--- src/rtl/mmio_pkg.sv ---
// MMIO LED controller shared definitions.
// Register offsets, mode encodings and FSM state type.
package mmio_pkg;

  localparam logic [4:0] OFF_CTRL   = 5'h00;
  localparam logic [4:0] OFF_DUTY   = 5'h04;
  localparam logic [4:0] OFF_PERIOD = 5'h08;
  localparam logic [4:0] OFF_STATUS = 5'h0C;
  localparam logic [4:0] OFF_COUNT  = 5'h10;

  typedef enum logic [1:0] {
    MODE_STATIC = 2'b00,
    MODE_BLINK  = 2'b01,
    MODE_PWM    = 2'b10
  } mode_e;

  typedef enum logic [2:0] {
    S_OFF,
    S_STATIC,
    S_BLINK_ON,
    S_BLINK_OFF,
    S_PWM
  } state_e;

  // Reserved mode 2'b11 falls through to static.
  function automatic state_e entry_state(
    input logic [2:0] ctrl
  );
    if (!ctrl[0]) begin
      entry_state = S_OFF;
    end else begin
      case (ctrl[2:1])
        MODE_BLINK: entry_state = S_BLINK_ON;
        MODE_PWM:   entry_state = S_PWM;
        default:    entry_state = S_STATIC;
      endcase
    end
  endfunction

endpackage

--- src/rtl/led_pwm_gen.sv ---
// Free-running 8-bit PWM counter with duty compare.
// hit_o reflects the count the counter moves to at the next edge.
module led_pwm_gen (
  input  logic       clk,
  input  logic       rst_n,
  input  logic       clr_i,
  input  logic       run_i,
  input  logic [7:0] duty_i,
  output logic [7:0] cnt_o,
  output logic       hit_o
);

  logic [7:0] cnt_q, cnt_d;

  always_comb begin
    cnt_d = cnt_q + 8'd1;
    if (clr_i || !run_i) cnt_d = 8'd0;
  end

  assign hit_o = (cnt_d < duty_i);
  assign cnt_o = cnt_q;

  always_ff @(posedge clk or negedge rst_n) begin
    if (!rst_n) cnt_q <= 8'd0;
    else        cnt_q <= cnt_d;
  end

endmodule

--- src/rtl/mmio_led_ctrl.sv ---
// Memory-mapped LED controller: static, blink and PWM modes.
// 32-byte register window with W1C status and live counter readback.
module mmio_led_ctrl #(
  parameter logic [31:0] BASE_ADDR = 32'h1000_0000,
  parameter int unsigned PERIOD_W  = 24
) (
  input  logic        clk,
  input  logic        reset,
  input  logic [31:0] addr,
  input  logic [31:0] wdata,
  input  logic        we,
  input  logic        re,
  output logic [31:0] rdata,
  output logic        sel,
  output logic        led
);

  import mmio_pkg::*;

  localparam logic [31:0] LAST_ADDR = BASE_ADDR + 32'd31;

  logic [2:0]          ctrl_q, ctrl_d;
  logic [7:0]          duty_q, duty_d;
  logic [PERIOD_W-1:0] period_q, period_d;
  logic [PERIOD_W-1:0] cnt_q, cnt_d, last;
  logic                evt_q, evt_d;
  logic                led_q, led_d;
  state_e              state_q, state_d;

  logic        wr_ok, ctrl_wr, duty_wr;
  logic        per_wr, stat_wr, ctrl_chg;
  logic        wrap, toggle, pwm_run, pwm_hit;
  logic [7:0]  pwm_cnt;
  logic [31:0] count_rd;

  assign sel = (addr >= BASE_ADDR) && (addr <= LAST_ADDR);
  assign led = led_q;

  assign wr_ok   = we && sel && (addr[1:0] == 2'b00);
  assign ctrl_wr = wr_ok && (addr[4:0] == OFF_CTRL);
  assign duty_wr = wr_ok && (addr[4:0] == OFF_DUTY);
  assign per_wr  = wr_ok && (addr[4:0] == OFF_PERIOD);
  assign stat_wr = wr_ok && (addr[4:0] == OFF_STATUS);

  assign ctrl_chg = ctrl_wr && (wdata[2:0] != ctrl_q);

  // PERIOD of 0 behaves as 1, so the last count is 0 either way.
  assign last = (period_q == '0) ? '0
              : period_q - PERIOD_W'(1);
  assign wrap = (cnt_q >= last);

  always_comb begin
    ctrl_d   = ctrl_wr ? wdata[2:0] : ctrl_q;
    duty_d   = duty_wr ? wdata[7:0] : duty_q;
    period_d = per_wr ? wdata[PERIOD_W-1:0]
                      : period_q;
    state_d  = state_q;
    cnt_d    = '0;
    toggle   = 1'b0;
    if (ctrl_chg) begin
      state_d = entry_state(wdata[2:0]);
    end else begin
      unique case (state_q)
        S_BLINK_ON, S_BLINK_OFF: begin
          if (wrap) begin
            toggle  = 1'b1;
            state_d = (state_q == S_BLINK_ON)
                    ? S_BLINK_OFF : S_BLINK_ON;
          end else begin
            cnt_d = cnt_q + PERIOD_W'(1);
          end
        end
        default: ;
      endcase
    end
    evt_d = evt_q;
    if (stat_wr && wdata[1]) evt_d = 1'b0;
    if (toggle)              evt_d = 1'b1;
  end

  assign pwm_run = (state_d == S_PWM);

  led_pwm_gen u_pwm (
    .clk    (clk),
    .rst_n  (reset),
    .clr_i  (ctrl_chg),
    .run_i  (pwm_run),
    .duty_i (duty_q),
    .cnt_o  (pwm_cnt),
    .hit_o  (pwm_hit)
  );

  always_comb begin
    led_d = 1'b0;
    unique case (state_d)
      S_STATIC:   led_d = 1'b1;
      S_BLINK_ON: led_d = 1'b1;
      S_PWM:      led_d = pwm_hit;
      default:    led_d = 1'b0;
    endcase
  end

  always_ff @(posedge clk or negedge reset) begin
    if (!reset) begin
      ctrl_q   <= '0;
      duty_q   <= '0;
      period_q <= '0;
      cnt_q    <= '0;
      evt_q    <= 1'b0;
      led_q    <= 1'b0;
      state_q  <= S_OFF;
    end else begin
      ctrl_q   <= ctrl_d;
      duty_q   <= duty_d;
      period_q <= period_d;
      cnt_q    <= cnt_d;
      evt_q    <= evt_d;
      led_q    <= led_d;
      state_q  <= state_d;
    end
  end

  always_comb begin
    count_rd = '0;
    unique case (state_q)
      S_BLINK_ON, S_BLINK_OFF: count_rd = 32'(cnt_q);
      S_PWM:   count_rd = 32'(pwm_cnt);
      default: count_rd = '0;
    endcase
  end

  always_comb begin
    rdata = '0;
    if (re && sel) begin
      unique case ({addr[4:2], 2'b00})
        OFF_CTRL:   rdata = {29'd0, ctrl_q};
        OFF_DUTY:   rdata = {24'd0, duty_q};
        OFF_PERIOD: rdata = 32'(period_q);
        OFF_STATUS: rdata = {30'd0, evt_q, led_q};
        OFF_COUNT:  rdata = count_rd;
        default:    rdata = '0;
      endcase
    end
  end

endmodule

--- config.mk ---
export PLATFORM = sky130hd
export DESIGN_NAME = mmio_led_ctrl
export DESIGN_NICKNAME = d
export VERILOG_FILES = /design/src/rtl/mmio_pkg.sv /design/src/rtl/led_pwm_gen.sv /design/src/rtl/mmio_led_ctrl.sv
export SDC_FILE = /design/constraint.sdc
export NUM_CORES = 1
export LEC_CHECK = 0
export BUFFER_PORTS_ARGS = -buffer_cell sky130_fd_sc_hd__buf_4
export CAP_MARGIN = 20
export CORE_ASPECT_RATIO = 1.75
export CORE_MARGIN = 4
export CORE_UTILIZATION = 51
export DETAILED_ROUTE_END_ITERATION = 16
export GPL_TIMING_DRIVEN = 1
export PLACE_DENSITY = 0.79
export SKIP_LAST_GASP = 1
export SLEW_MARGIN = 20
export SYNTH_ARGS = -nofsm -noshare
export SYNTH_HDL_FRONTEND = slang
export SYNTH_SLANG_ARGS = --single-unit
--- constraint.sdc ---
create_clock -name clk -period 3.5 [get_ports clk]
set_input_delay 0.35 -clock clk [delete_from_list [all_inputs] [get_ports clk]]
set_output_delay 0.35 -clock clk [all_outputs]
set_load 0.005 [all_outputs]
# Word-level counts from Yosys, hierarchy flattened
# Cells that the tools add are included.
[op_classes]
n_eq_ne = 16
n_mux = 20
n_lt_le_gt_ge = 4
n_reduce_logical = 19
n_addsub = 3
[ops]
columns = ["op", "n"]
rows = [
  ["$mux 24", 5],
  ["$pmux 24 s5", 1],
  ["$pmux 24 s2", 1],
  ["$ge 32x29->1 const B", 1],
  ["$le 32x29->1 const B", 1],
  ["$add 24x1->24 const B", 1],
  ["$ge 24x24->1", 1],
  ["$logic_not 24->1", 1],
  ["$sub 24x1->24 const B", 1],
  ["$eq 3x2->1 const B", 5],
  ["$mux 3", 4],
  ["$eq 5x4->1 const B", 2],
  ["$logic_and 1x1->1", 10],
  ["$eq 3x3->1 const B", 3],
  ["$add 8x1->8 const B", 1],
  ["$lt 8x8->1", 1],
  ["$mux 8", 1],
  ["$eq 3x1->1 const B", 2],
  ["$mux 1", 6],
  ["$pmux 3 s2", 1],
  ["$eq 5x3->1 const B", 1],
  ["$logic_not 5->1", 1],
  ["$reduce_or 2->1", 2],
  ["$logic_not 3->1", 1],
  ["8 further kinds", 8],
]
[totals]
wordCells = 70
ff_bits = 72
in_bits = 68
output_inout_bits = 34

# Logic depth before layout (Yosys ltp)
# Gate-level depths: netlist (run 1).
[depth]
depth_word = 13
depth_mapped = 17
mapped_depth_nobuf = 17

# Hierarchy
# Synthesis (run 1) repeated with hierarchy kept, for this count alone.
[unflattened]
cells_unflattened = 549
area_unflattened_um2 = 5021.1
[modules_own_cells]
columns = ["mod", "seq_area_each_um2", "n_inst", "cells_per_inst", "area_per_inst_um2"]
rows = [
  ["mmio_led_ctrl", 1601.5, 1, 487, 4475.5],
  ["led_pwm_gen", 200.2, 1, 62, 545.5],
]

# Worst setup path before layout (run 1)
# Ideal clock, no wire load.
[synth_timing]
path_type = "register -> register"
startpoint = "reg period_q[10]"
endpoint = "reg cnt_q[14]"
arrival_time_ps = 3631
path_buffers = 2
slack_ps = -199
required_ps = 3431
period_less_slack_ps = 3699
setup_ps = 69
stages_incl_launch_ff = 17
path_cell_list = "dfrtp_1 > or3_4 > or4_4 > nor3_4 > nand2_2 > nor4_2 > xor2_1 > nand2_1 > ha_1 > a21oi_1 > o21ai_0 > a221oi_1 > inv_1 > or4_1 > buf_6 > buf_12 > nor2_4"
[synth_via]
elab_chain_cells = 6
word_cells_on_any_way = 7
classes_between = "1 x add/sub; 1 x order compare; 4 x mux; 1 x reduce/logical"
[synth_lines]
columns = ["item", "line", "rtl"]
rows = [
  ["start, declared", "mmio_led_ctrl.sv:24", "logic [PERIOD_W-1:0] period_q, period_d;"],
  ["start signal, assigned", "mmio_led_ctrl.sv:115", "period_q <= period_d;"],
  ["$sub 24x1->24 or $logic_not 24->1 (tied branches)", "mmio_led_ctrl.sv:49, mmio_led_ctrl.sv:48", ""],
  ["$mux 24 *", "mmio_led_ctrl.sv:48", "assign last = (period_q == '0) ? '0"],
  ["$ge 24x24->1 *", "mmio_led_ctrl.sv:50", "assign wrap = (cnt_q >= last);"],
  ["$mux 24 *", "mmio_led_ctrl.sv:65", "if (wrap) begin"],
  ["$mux 24 *", "mmio_led_ctrl.sv:63", "unique case (state_q)"],
  ["$mux 24 *", "mmio_led_ctrl.sv:60", "if (ctrl_chg) begin"],
  ["via cnt_d[14]", "mmio_led_ctrl.sv:25", "logic [PERIOD_W-1:0] cnt_q, cnt_d, last;"],
  ["end signal, assigned", "mmio_led_ctrl.sv:116", "cnt_q <= cnt_d;"],
  ["end, declared", "mmio_led_ctrl.sv:25", ""],
]
# The timed path passes the listed nets; every way through them passes the cells marked *.
# A chain may end at the register's enable or synchronous reset.

# Worst setup path after layout (run 1)
[layout_timing]
startpoint = "reg period_q[10]"
endpoint = "reg led_q (netlist: led)"
[layout_via]
elab_chain_cells = 12
word_cells_on_any_way = 16
classes_between = "1 x add/sub; 2 x order compare; 3 x eq/ne; 6 x mux; 4 x reduce/logical"
[layout_lines]
columns = ["item", "line", "rtl"]
rows = [
  ["$sub 24x1->24 or $logic_not 24->1 (tied branches)", "mmio_led_ctrl.sv:49, mmio_led_ctrl.sv:48", ""],
  ["$mux 24 *", "mmio_led_ctrl.sv:48", ""],
  ["$ge 24x24->1 *", "mmio_led_ctrl.sv:50", ""],
  ["$mux 3 *", "mmio_led_ctrl.sv:65", ""],
  ["$mux 3 *", "mmio_led_ctrl.sv:63", ""],
  ["$mux 3 *", "mmio_led_ctrl.sv:60", ""],
  ["via state_d[0]", "mmio_led_ctrl.sv:28", "state_e state_q, state_d;"],
  ["$eq 3x3->1", "mmio_led_ctrl.sv:81, mmio_led_ctrl.sv:95", ""],
  ["$logic_not 1->1", "led_pwm_gen.sv:17", "if (clr_i || !run_i) cnt_d = 8'd0;"],
  ["$logic_or 1x1->1", "led_pwm_gen.sv:17", ""],
  ["$mux 8", "led_pwm_gen.sv:17", ""],
  ["$lt 8x8->1", "led_pwm_gen.sv:20", "assign hit_o = (cnt_d < duty_i);"],
  ["$pmux 1 s2 *", "mmio_led_ctrl.sv:95", "unique case (state_d)"],
  ["via led_d", "mmio_led_ctrl.sv:27", "logic led_q, led_d;"],
  ["end signal, assigned", "mmio_led_ctrl.sv:118", "led_q <= led_d;"],
  ["end, declared", "mmio_led_ctrl.sv:27", ""],
]
# Marked as above.

==> metrics.txt, run 1 <==
failing checks=setup timing; Ys Warns=0; crit path to=led; Max-cap violations=0; diodes inserted=0; crit end category=flop; commonest register cell after synthesis=dfrtp_1; Pleak=0.00313 uW; max incr delay on CP=0.54 ns; Nets=778; Tcrit/Tclk final=116%; Post-Route Utilization=69.4%; unrepaired setup endpoints after global routing=true; vias post-DR=4850; Clock Path Buffers=2; worst setup path start=period_q[10]; pwr/cell area=between 200 and 300 nW/um2; Hold Path Class=in -> async; initial core utilization=~52%; CTS Hold Buffers Added=0; Die ar.=11900 um2; Gate Count Post-Synth=542; Worst EP arrival=roughly 4.3 ns; R2R setup slack=-0.56 ns; Max Slew Vio Count=0; Worst-Margin Slew=0.934 ns; global-route wire length before repair=24500 um; Post-synth ARST share=100%; Levels on crit path=18; Via density=6.04; clock root buffer=clkbuf_16; Seq/Total Area, Yosys=34.8%; share of the synthesized area in the top cell type=between 30% and 40%; GPL Wtd Cong=0.939; wire per inst=19.9 um; Antenna Nets Post-Route=0; Pwr Total=1870 uW; RR Endpoint=led; CTS H-tree lvls=3; CP delay by family, top=simple AND/OR/NAND/NOR gates; Final setup viols=27; CP max-delay cell=or4_4; total wire length=16000 um; input/output buffers=85; Syn Area/Cell=9.54 um2; reg2reg start=period_q[10]; CP Data Required Time=around 3.8 ns; clock latency on the worst-skew pair=0.34 ns; crit path max fanout=3; cells along the critical path=or3_4 > or4_4 > nor3_4 > buf_6 > buf_4 > buf_4 > nand3_1 > xnor2_1 > nand2_1 > ha_4 > nand4_1 > nor3_2 > nand2_1 > a21oi_2 > o31ai_4 > xor2_2 > o21ai_2 > mux2i_1; mapped cell area=5170 um2; Yosys reg bits=72; vias in the first global route=5129; Clk pin slew, worst setup/hold paths=0.06 ns; Iter 0 DRT Violations=296; initial antenna violation count=0; num rows=48; core area=9910 um2; clock buffer count from CTS=9; drt drc=0; grt total ovfl=0; final setup skew=~0.0048 ns; share of layout cells above drive strength 1=36.1%; CTS tree=done; Top Ports=102; die width=approximately 84 um; gr usage total=26.3%; Setup WS post-layout=-0.562 ns; Sink Count=72; EDFF count, synth=0; DIE HEIGHT=141 um; slew margin rel.=37.7%; Setup CP Type=reg -> reg; final hold violation count=0; worst r2r path cells=18; Max Freq=~250 MHz; status=finished, violations left; largest net degree at the start of global routing=73; CP bufs+invs=3; CP Launch Type=flop; DR pass1 iterations=8; DP HPWL=11000 um; top cell type by total area after synthesis=dfrtp_1; fin crit period=4.06 ns; number of distinct library cells after synthesis=60; peak supply drop=0.000315 V; Area Growth Syn to Fin=32.9%; top cells by area, synth=dfrtp_1 35%, ha_1 9.0%, mux2_2 5.4%; setup total negative slack=-13.22 ns
[metrics by stage]
stage               std cells  area (um2)  hold slack [ns]  setup slack, ns
floorplan                 549        5200           0.0544           -0.187
global placement          779        6180            0.492           -0.531
detailed placement        779        6180            0.513           -0.578
CTS                       802        6810            0.175           -0.380
global route              803        6870            0.212           -0.765
finish                    803        6870            0.124           -0.562
[cell usage after synthesis (all sizes together) (10+ instances only)]
master,n
ha,37
buf,18
inv,22
o21ai,12
nor4,11
nand2,49
dfrtp,72
nor3,10
mux2,31
xor2,31
xnor2,21
nor2,82
nand3,25
a22oi,21
a21oi,14
[how the worst min path moves through the flow]
stage,startpoint,to,slack [ns],depth (start not counted)
2_1_floorplan,reset,cnt_q[0],0.05,0
3_3_place_gp,evt_q,evt_q,0.49,2
3_5_place_dp,duty_q[1],duty_q[1],0.51,2
4_1_cts,reset,ctrl_q[1],0.17,1
5_1_grt,reset,ctrl_q[0],0.21,1
6_report,reset,ctrl_q[0],0.12,1
[cell usage in the layout, fill, tap and decap left out, types with 5 or more instances in the layout]
| cell type | netlist | routed |
|---|---|---|
| ha_4 | 0 | 7 |
| dfrtp_1 | 72 | 72 |
| mux2_2 | 25 | 25 |
| nand3_1 | 25 | 24 |
| xor2_1 | 31 | 30 |
| mux2_1 | 6 | 6 |
| inv_1 | 22 | 22 |
| nor4_1 | 10 | 10 |
| nor3_1 | 6 | 5 |
| ha_1 | 37 | 30 |
| nand2_1 | 48 | 46 |
| nor2_1 | 62 | 57 |
| xnor2_1 | 21 | 20 |
| and3_1 | 9 | 9 |
| conb_1 | 1 | 8 |
| nand2b_1 | 6 | 6 |
| buf_4 | 9 | 131 |
| a221oi_1 | 6 | 5 |
| nor2b_1 | 5 | 5 |
| a21oi_1 | 14 | 10 |
| o21ai_0 | 11 | 8 |
| a22oi_1 | 21 | 21 |
| buf_6 | 1 | 6 |
| clkbuf_16 | 0 | 9 |
| nand4_1 | 7 | 7 |
| nor2_4 | 18 | 25 |
[flip-flops by register name (all words and copies together), names as in the netlist]
| signal | cells |
|---|---|
| evt_q | 1 |
| duty_q | 8 |
| u_pwm.cnt_o | 8 |
| cnt_q | 24 |
| led | 1 |
| state_q | 3 |
| period_q | 24 |
| ctrl_q | 3 |
[metal layers]
metal	wire, um	track usage [%]	vias up
li1	-	-	2162
met1	5260	25.7	2334
met2	8600	47.3	257
met3	941	4.68	97
met4	1210	21.3	0
met5	0	0	-
[cell type report]
type	count	area, um2
repair buffers	140	1120
well taps	125	156
clock inverters	7	77.6
clock buffers	9	225
flip-flops and latches	72	1800
multi-input cells	428	3410
fillers	705	3040
inverters	22	82.6
[cell families (layout without fill, tap and decap cells)]
group	Yosys count	in the layout	synth area share (%)
AOI/OAI and AO/OA	71	71	9.87
xor gates and xnor gates	52	52	8.81
adders and majority gates	37	37	8.95
buffers and inverters	49	178	5.13
DFF	72	72	34.8
muxes	36	36	8.20
other	1	8	0.0725
and+or+nand+nor	224	224	24.1
[worst register-to-register path, delay by kind of cell (launching register included)]
kind / cells / cell delay [ns]
AO/OA/AOI/OAI: 3 / 0.53
XOR/XNOR: 2 / 0.38
adder cells (fa/ha/maj): 1 / 0.32
buffers and inverters: 3 / 0.36
flip-flops: 1 / 0.39
multiplexers: 1 / 0.20
AND/OR/NAND/NOR: 8 / 1.84
[repair_timing]
action                     CTS  global route
setup endpoints to repair   26            27
pin swaps                   37            13
buffers inserted             6             1
resized for setup           46            10
gates cloned                 1             0
[power by group]
| part | total, uW | internal [uW] | switching [uW] |
|---|---|---|---|
| Clock | 935 | 557 | 378 |
| Sequential | 832 | 832 | 0.00000388 |
| Combinational | 99.3 | 50.0 | 49.3 |
Note: power is estimated with default switching activity, not from simulation.
==> inputs of run 2 (changes only) <==
--- a/config.mk
+++ b/config.mk
@@ -17,4 +17,5 @@
 export SLEW_MARGIN = 20
 export SYNTH_ARGS = -nofsm -noshare
 export SYNTH_HDL_FRONTEND = slang
+export SYNTH_HIERARCHICAL = 1
 export SYNTH_SLANG_ARGS = --single-unit
==> run 2 against run 1 <==
Effect of this change: the flow still finishes with violations (setup timing); worst setup slack worse by 1.6 ns; non-clock buffer count up 47; worst hold slack better by 0.0041 ns; largest cell class unchanged; largest power group unchanged.
==> metrics.txt, run 2 <==
Clock Path Buffers=2 (unchanged); top cell type by total area after synthesis=dfrtp_1 (unchanged); status=finished, violations left (unchanged); RR Endpoint=led (unchanged); worst r2r path cells=25 (was 18); R2R setup slack=-2.12 ns (was -0.56 ns); failing checks=setup timing (unchanged); core area=9530 um2 (was 9910 um2); Yosys reg bits=72 (unchanged); crit path max fanout=8 (was 3); top cells by area, synth=dfrtp_1 36%, ha_1 9.2%, mux2_2 7.2% (was dfrtp_1 35%, ha_1 9.0%, mux2_2 5.4%); Via density=6.22 (was 6.04); Comb pwr share=5.5% (was 5.3%); top layer used by detailed routing=met4 (unchanged); Nets=830 (was 778); EDFF count, synth=0 (unchanged); Antenna Nets Post-Route=0 (unchanged); Max Freq=178 MHz (was 246 MHz); Iter 0 DRT Violations=429 (was 296); GPL Wtd Cong=0.959 (was 0.939); DR pass1 iterations=8 (unchanged); clock buffer count from CTS=9 (unchanged); Worst-Margin Slew=0.940 ns (was 0.934 ns); mapped cell area=5020 um2 (was 5170 um2); CP Data Required Time=3.72 ns (was 3.77 ns); Final setup viols=35 (was 27); Tcrit/Tclk final=161% (was 116%); Clk pin slew, worst setup/hold paths=0.06 ns (about the same); DIE HEIGHT=139 um (was 141 um); CTS Hold Buffers Added=0 (unchanged); Sequential Power Share=43.5% (was 44.6%); Max-cap violations=0 (unchanged); commonest register cell after synthesis=dfrtp_1 (unchanged); slew margin rel.=37.3% (was 37.7%); unrepaired setup endpoints after global routing=true (unchanged); sw frac=21.5% (was 22.9%); share of the synthesized area in the top cell type=35.9% (was 34.8%); final hold violation count=0 (unchanged); Pint=1500 uW (was 1440 uW); Gate Count Post-Synth=549 (was 542); drt drc=0 (unchanged); Post-Route Utilization=75.7% (was 69.4%); vias in the first global route=5507 (was 5129); pwr/cell area=265 nW/um2 (was 272 nW/um2); die width=83.0 um (was 84.1 um); grt total ovfl=0 (unchanged); met2 WL=9390 um (was 8600 um); crit path to=led (unchanged); largest net degree at the start of global routing=73 (unchanged); num rows=47 (was 48); worst setup path start=period_q[9] (was period_q[10]); fin crit period=5.62 ns (was 4.06 ns); Seq/Total Area, Yosys=35.9% (was 34.8%); Filler cells=600 (was 705); wire per inst=20.9 um (was 19.9 um); Top Ports=102 (unchanged); Max Slew Vio Count=0 (unchanged); CTS H-tree lvls=3 (unchanged); met3 WL post-DR=1190 um (was 941 um); M1 wire length=5730 um (was 5260 um); initial core utilization=52.7% (was 52.2%); gr usage total=29.0% (was 26.3%); share of layout cells above drive strength 1=41.3% (was 36.1%); reg2reg start=period_q[9] (was period_q[10]); clock latency on the worst-skew pair=0.34 ns (about the same); diodes inserted=0 (unchanged); most common cell after layout, fill and taps aside=buf_4 (unchanged); total wire length=17800 um (was 16000 um); area of the multi-input gates=3400 um2 (was 3410 um2); Post-synth ARST share=100% (unchanged); part of the power in the clock network=51.0% (was 50.1%); final setup skew=0.00416 ns (was 0.00479 ns); Sink Count=72 (unchanged); Hold Path Class=in -> async (unchanged); most frequent cells in the layout=177 x buf_4, 72 x dfrtp_1, 52 x nor2_1, 49 x nand2_1, 31 x mux2_2 (was 131 x buf_4, 72 x dfrtp_1, 57 x nor2_1, 46 x nand2_1); clock root buffer=clkbuf_16 (unchanged); Setup WS post-layout=-2.12 ns (was -0.562 ns); CTS tree=done (unchanged); setup total negative slack=-20.42 ns (was -13.22 ns); input/output buffers=85 (unchanged); Top Registers=cnt_q: 24 flops, period_q: 24 flops (unchanged); NetSw=411 uW (was 427 uW); Synth top cells by count=75 x nor2_1, 72 x dfrtp_1, 50 x nand2_1 (was 72 x dfrtp_1, 62 x nor2_1, 48 x nand2_1); Worst EP arrival=5.84 ns (was 4.33 ns); Pleak=0.00337 uW (was 0.00313 uW); DP HPWL=12100 um (was 11000 um); Area Growth Syn to Fin=43.7% (was 32.9%); most frequent cell after synthesis=nor2_1 (was dfrtp_1); Die ar.=11600 um2 (was 11900 um2); vias post-DR=5290 (was 4850); crit end category=flop (unchanged); Ys Warns=6 (was 0); peak supply drop=0.000275 V (was 0.000315 V); Syn Area/Cell=9.15 um2 (was 9.54 um2); CP Launch Type=flop (unchanged); number of distinct library cells after synthesis=57 (was 60); FF+latch area=1800 um2 (unchanged); initial antenna violation count=0 (unchanged); Setup CP Type=reg -> reg (unchanged); global-route wire length before repair=26700 um (was 24500 um)
[run 2: logic make-up after synthesis]
kind of cell,count (synthesis),synth area share [%]
simple gates,226,22.8
mux,36,8.47
buf+inv,51,4.68
flops,72,35.9
fa+ha+maj,37,9.22
xor+xnor,46,8.02
other cells,1,0.0747
compound gates,80,10.9
[run 2: stage by stage]
step                      std cells  hold WS (ns)  area [um2]  power (uW)  setup WS (ns)
after floorplan                 556        0.0544        5070         876          -1.66
after global placement          819         0.518        6340         949          -1.86
after detailed placement        819         0.522        6340         952          -2.10
after CTS                       848         0.179        7000        1920          -1.92
after global routing            851         0.218        7220        1960          -2.26
final                           851         0.128        7220        1910          -2.12
[run 2: power by group through the flow]
| stage | combinational, uW | sequential [uW] | clock [uW] |
|---|---|---|---|
| 4_1_cts | 105 | 833 | 983 |
| 2_1_floorplan | 28.3 | 848 | 0 |
| 3_3_place_gp | 102 | 848 | 0 |
| 6_report | 106 | 833 | 975 |
| 5_1_grt | 115 | 832 | 1010 |
| 3_5_place_dp | 104 | 848 | 0 |
[run 2: repair_timing]
action                     CTS  global route
cloned                       3             0
pin swaps                   28            22
setup endpoints to repair   35            35
buffers inserted            12             9
resized for setup           35            61
[run 2: area by class of cell]
type                            count  share of cell area (%)
Clock inverter                      6                    1.18
Inverter                           22                    1.18
Clock buffer                        9                    3.12
Multi-Input combinational cell    433                    47.1
Tap cell                          122                    2.12
Timing Repair Buffer              187                    20.3
Sequential cell                    72                    25.0
[run 2: per-layer routing]
layer / vias to the layer above / track usage [%]
met5: - / 0
met4: 0 / 21.8
met3: 131 / 6.15
met2: 365 / 53.5
met1: 2510 / 27.3
li1: 2284 / -
[run 2: how the worst min path moves through the flow]
| stage | startpoint | to | slack [ns] | cells past startpoint |
|---|---|---|---|---|
| floorplan | reset | cnt_q[0] | 0.05 | 0 |
| global placement | evt_q | evt_q | 0.52 | 2 |
| detailed placement | evt_q | evt_q | 0.52 | 2 |
| CTS | reset | cnt_q[19] | 0.18 | 1 |
| global route | reset | cnt_q[11] | 0.22 | 1 |
| finish | reset | cnt_q[20] | 0.13 | 1 |
[run 2: critical path: stages (launching register included)]
cell      delay, ns
dfrtp_1        0.39
or4_4          0.57
or4_4          0.44
or2_4          0.26
nor2_4         0.13
nand2_2        0.07
xnor2_1        0.17
nand2_1        0.16
ha_4           0.28
a21o_1         0.17
a21o_1         0.16
a21o_1         0.16
a211oi_2       0.28
mux2_4         0.34
and2_4         0.15
inv_4          0.06
nor3_4         0.04
nand2b_1       0.13
buf_6          0.19
a21oi_4        0.06
ha_4           0.29
nand4_1        0.16
a311oi_2       0.23
nor3_1         0.07
nor4b_2        0.17
or3b_1         0.37
==> inputs of run 3 (changes only) <==
--- a/config.mk
+++ b/config.mk
@@ -9,10 +9,10 @@
 export CAP_MARGIN = 20
 export CORE_ASPECT_RATIO = 1.75
 export CORE_MARGIN = 4
-export CORE_UTILIZATION = 51
+export CORE_UTILIZATION = 40
 export DETAILED_ROUTE_END_ITERATION = 16
 export GPL_TIMING_DRIVEN = 1
-export PLACE_DENSITY = 0.79
+export PLACE_DENSITY = 0.65
 export SKIP_LAST_GASP = 1
 export SLEW_MARGIN = 20
 export SYNTH_ARGS = -nofsm -noshare
==> run 3 against run 2 <==
Effect of this change: register-to-register slack improved by 0.20 ns; utilization down 16 points; the run still ends with setup timing left; global-route usage is 5.5 points lower; wire length shrank 5.7%; largest cell class unchanged; worst setup slack gained 0.20 ns; die area is 25% higher.
==> metrics.txt, run 3 (same netlist as run 2, synthesis figures left out) <==
status=finished, violations left (unchanged); failing checks=setup timing (unchanged); most frequent cells in the layout=181 x buf_4, 72 x dfrtp_1, 69 x nor2_1, 48 x nand2_1, 31 x mux2_2 (was 177 x buf_4, 72 x dfrtp_1, 52 x nor2_1, 49 x nand2_1, 31 x mux2_2); DR pass1 iterations=5 (was 8); CP Data Required Time=3.72 ns (about the same); die width=92.7 um (was 83.0 um); grt total ovfl=0 (unchanged); Antenna Nets Post-Route=0 (unchanged); hold slack=0.151 ns (was 0.128 ns); Clock Path Buffers=2 (unchanged); Via density=5.54 (was 6.22); Post-Route Utilization=59.9% (was 75.7%); Area Growth Syn to Fin=44.7% (was 43.7%); CP Launch Type=flop (unchanged); Max Freq=185 MHz (was 178 MHz); pwr/cell area=261 nW/um2 (was 265 nW/um2); unrepaired setup endpoints after global routing=true (unchanged); diodes inserted=0 (unchanged); Max-cap violations=0 (unchanged); clock buffer count from CTS=9 (unchanged); vias post-DR=5009 (was 5290); drt drc=0 (unchanged); Worst-Margin Slew=0.961 ns (was 0.940 ns); DP HPWL=12600 um (was 12100 um); input/output buffers=85 (unchanged); slew margin rel.=35.9% (was 37.3%); clock latency on the worst-skew pair=0.35 ns (was 0.34 ns); fin crit period=5.42 ns (was 5.62 ns); wire per inst=18.6 um (was 20.9 um); total wire length=16800 um (was 17800 um); Iter 0 DRT Violations=231 (was 429); gr usage total=23.5% (was 29.0%); CTS H-tree lvls=3 (unchanged); most common cell after layout, fill and taps aside=buf_4 (unchanged); largest net degree at the start of global routing=73 (unchanged); Clk pin slew, worst setup/hold paths=0.06 ns (about the same); Max Slew Vio Count=0 (unchanged); initial antenna violation count=0 (unchanged); core area=12100 um2 (was 9530 um2); Die ar.=14500 um2 (was 11600 um2); final hold violation count=0 (unchanged); Sink Count=72 (unchanged); peak supply drop=0.000224 V (was 0.000275 V); Top Registers=cnt_q: 24 flops, period_q: 24 flops (unchanged); crit end category=flop (unchanged); Top Ports=102 (unchanged); global-route wire length before repair=26400 um (was 26700 um); Final setup viols=35 (unchanged); CTS tree=done (unchanged); Worst EP arrival=5.64 ns (was 5.84 ns); vias in the first global route=5292 (was 5507); initial core utilization=41.4% (was 52.7%); final setup skew=0.00591 ns (was 0.00416 ns); GPL Wtd Cong=1.03 (was 0.959); share of layout cells above drive strength 1=39.9% (was 41.3%); Hold Path Class=in -> async (unchanged); Setup WS post-layout=-1.92 ns (was -2.12 ns); Pleak=0.00345 uW (was 0.00337 uW); CTS Hold Buffers Added=0 (unchanged); clock root buffer=clkbuf_16 (unchanged); num rows=53 (was 47); Nets=839 (was 830); Setup CP Type=reg -> reg (unchanged); Tcrit/Tclk final=155% (was 161%); crit path max fanout=7 (was 8); DIE HEIGHT=156 um (was 139 um)
[run 3: area by class of cell]
| cell class | instances | area (um2) |
|---|---|---|
| multi-input combinational | 433 | 3270 |
| timing repair buffer | 196 | 1600 |
| sequential | 72 | 1800 |
| clock inverter | 5 | 55.1 |
| tap | 165 | 206 |
| clock buffer | 11 | 253 |
| fill | 1016 | 4870 |
| inverter | 22 | 85.1 |
[run 3: report_power, final]
part	total [uW]	switching (uW)	internal (uW)
registers	833	0.000176	833
logic	107	52.1	54.9
clock network	959	371	588
total	1900	423	1480
[run 3: through the flow]
step | cell area [um2] | power, uW | cells | TNS, ns | worst slack, ns
after floorplan | 5070 | 876 | 556 | -8.77 | -1.66
after global placement | 6440 | 952 | 867 | -13.50 | -1.90
after detailed placement | 6440 | 955 | 867 | -16.63 | -2.00
after CTS | 7110 | 1910 | 897 | -14.14 | -1.86
after global routing | 7260 | 1940 | 904 | -22.28 | -2.11
final | 7260 | 1900 | 904 | -16.71 | -1.92
[run 3: timing repair]
item | CTS | global route
endpoints found under the setup margin | 35 | 35
resized for setup | 34 | 19
pin swaps | 27 | 8
cloned | 2 | 1
buffers inserted | 13 | 7
[run 3: worst paths after layout]
kind | end | slack (ns) | cells after the start | startpoint
worst max-delay path | led | -1.92 | 26 | period_q[9]
worst min-delay path | duty_q[4] | 0.15 | 1 | reset
worst max register to register | led | -1.92 | 26 | period_q[9]
worst min register to register | duty_q[1] | 0.56 | 1 | duty_q[1]
max in group asynchronous | cnt_q[22] | 2.72 | 1 | reset
min in group clk | period_q[17] | 0.23 | 2 | wdata[17]
[run 3: critical path, stage by stage, from the launching register on]
cell and delay, ns:
dfrtp_1 0.38, or4_4 0.56, or4_4 0.44, or2_4 0.28
nor2_4 0.12, nand2_2 0.08, xnor2_2 0.15, nand2_2 0.09
ha_4 0.24, a21o_1 0.15, a21o_1 0.14, a21o_1 0.18
a211oi_4 0.29, mux2_4 0.33, and2_4 0.15, inv_4 0.06
nor3_4 0.04, nand2b_1 0.11, buf_6 0.16, buf_6 0.12
nor2_2 0.04, ha_1 0.27, nand2_1 0.04, a311oi_1 0.25
nor3_1 0.09, nor4b_2 0.16, or3b_1 0.36
[run 3: metal layers]
metal  wire [um]  up-vias  global-route usage [%]  share of wire (%)
li1            -     2306                       -                  -
met1        5620     2403                    22.9                 33
met2        9160      210                    44.0                 55
met3         853       90                    4.09                5.1
met4        1160        0                    16.1                6.9
met5           0        -                       0                  0
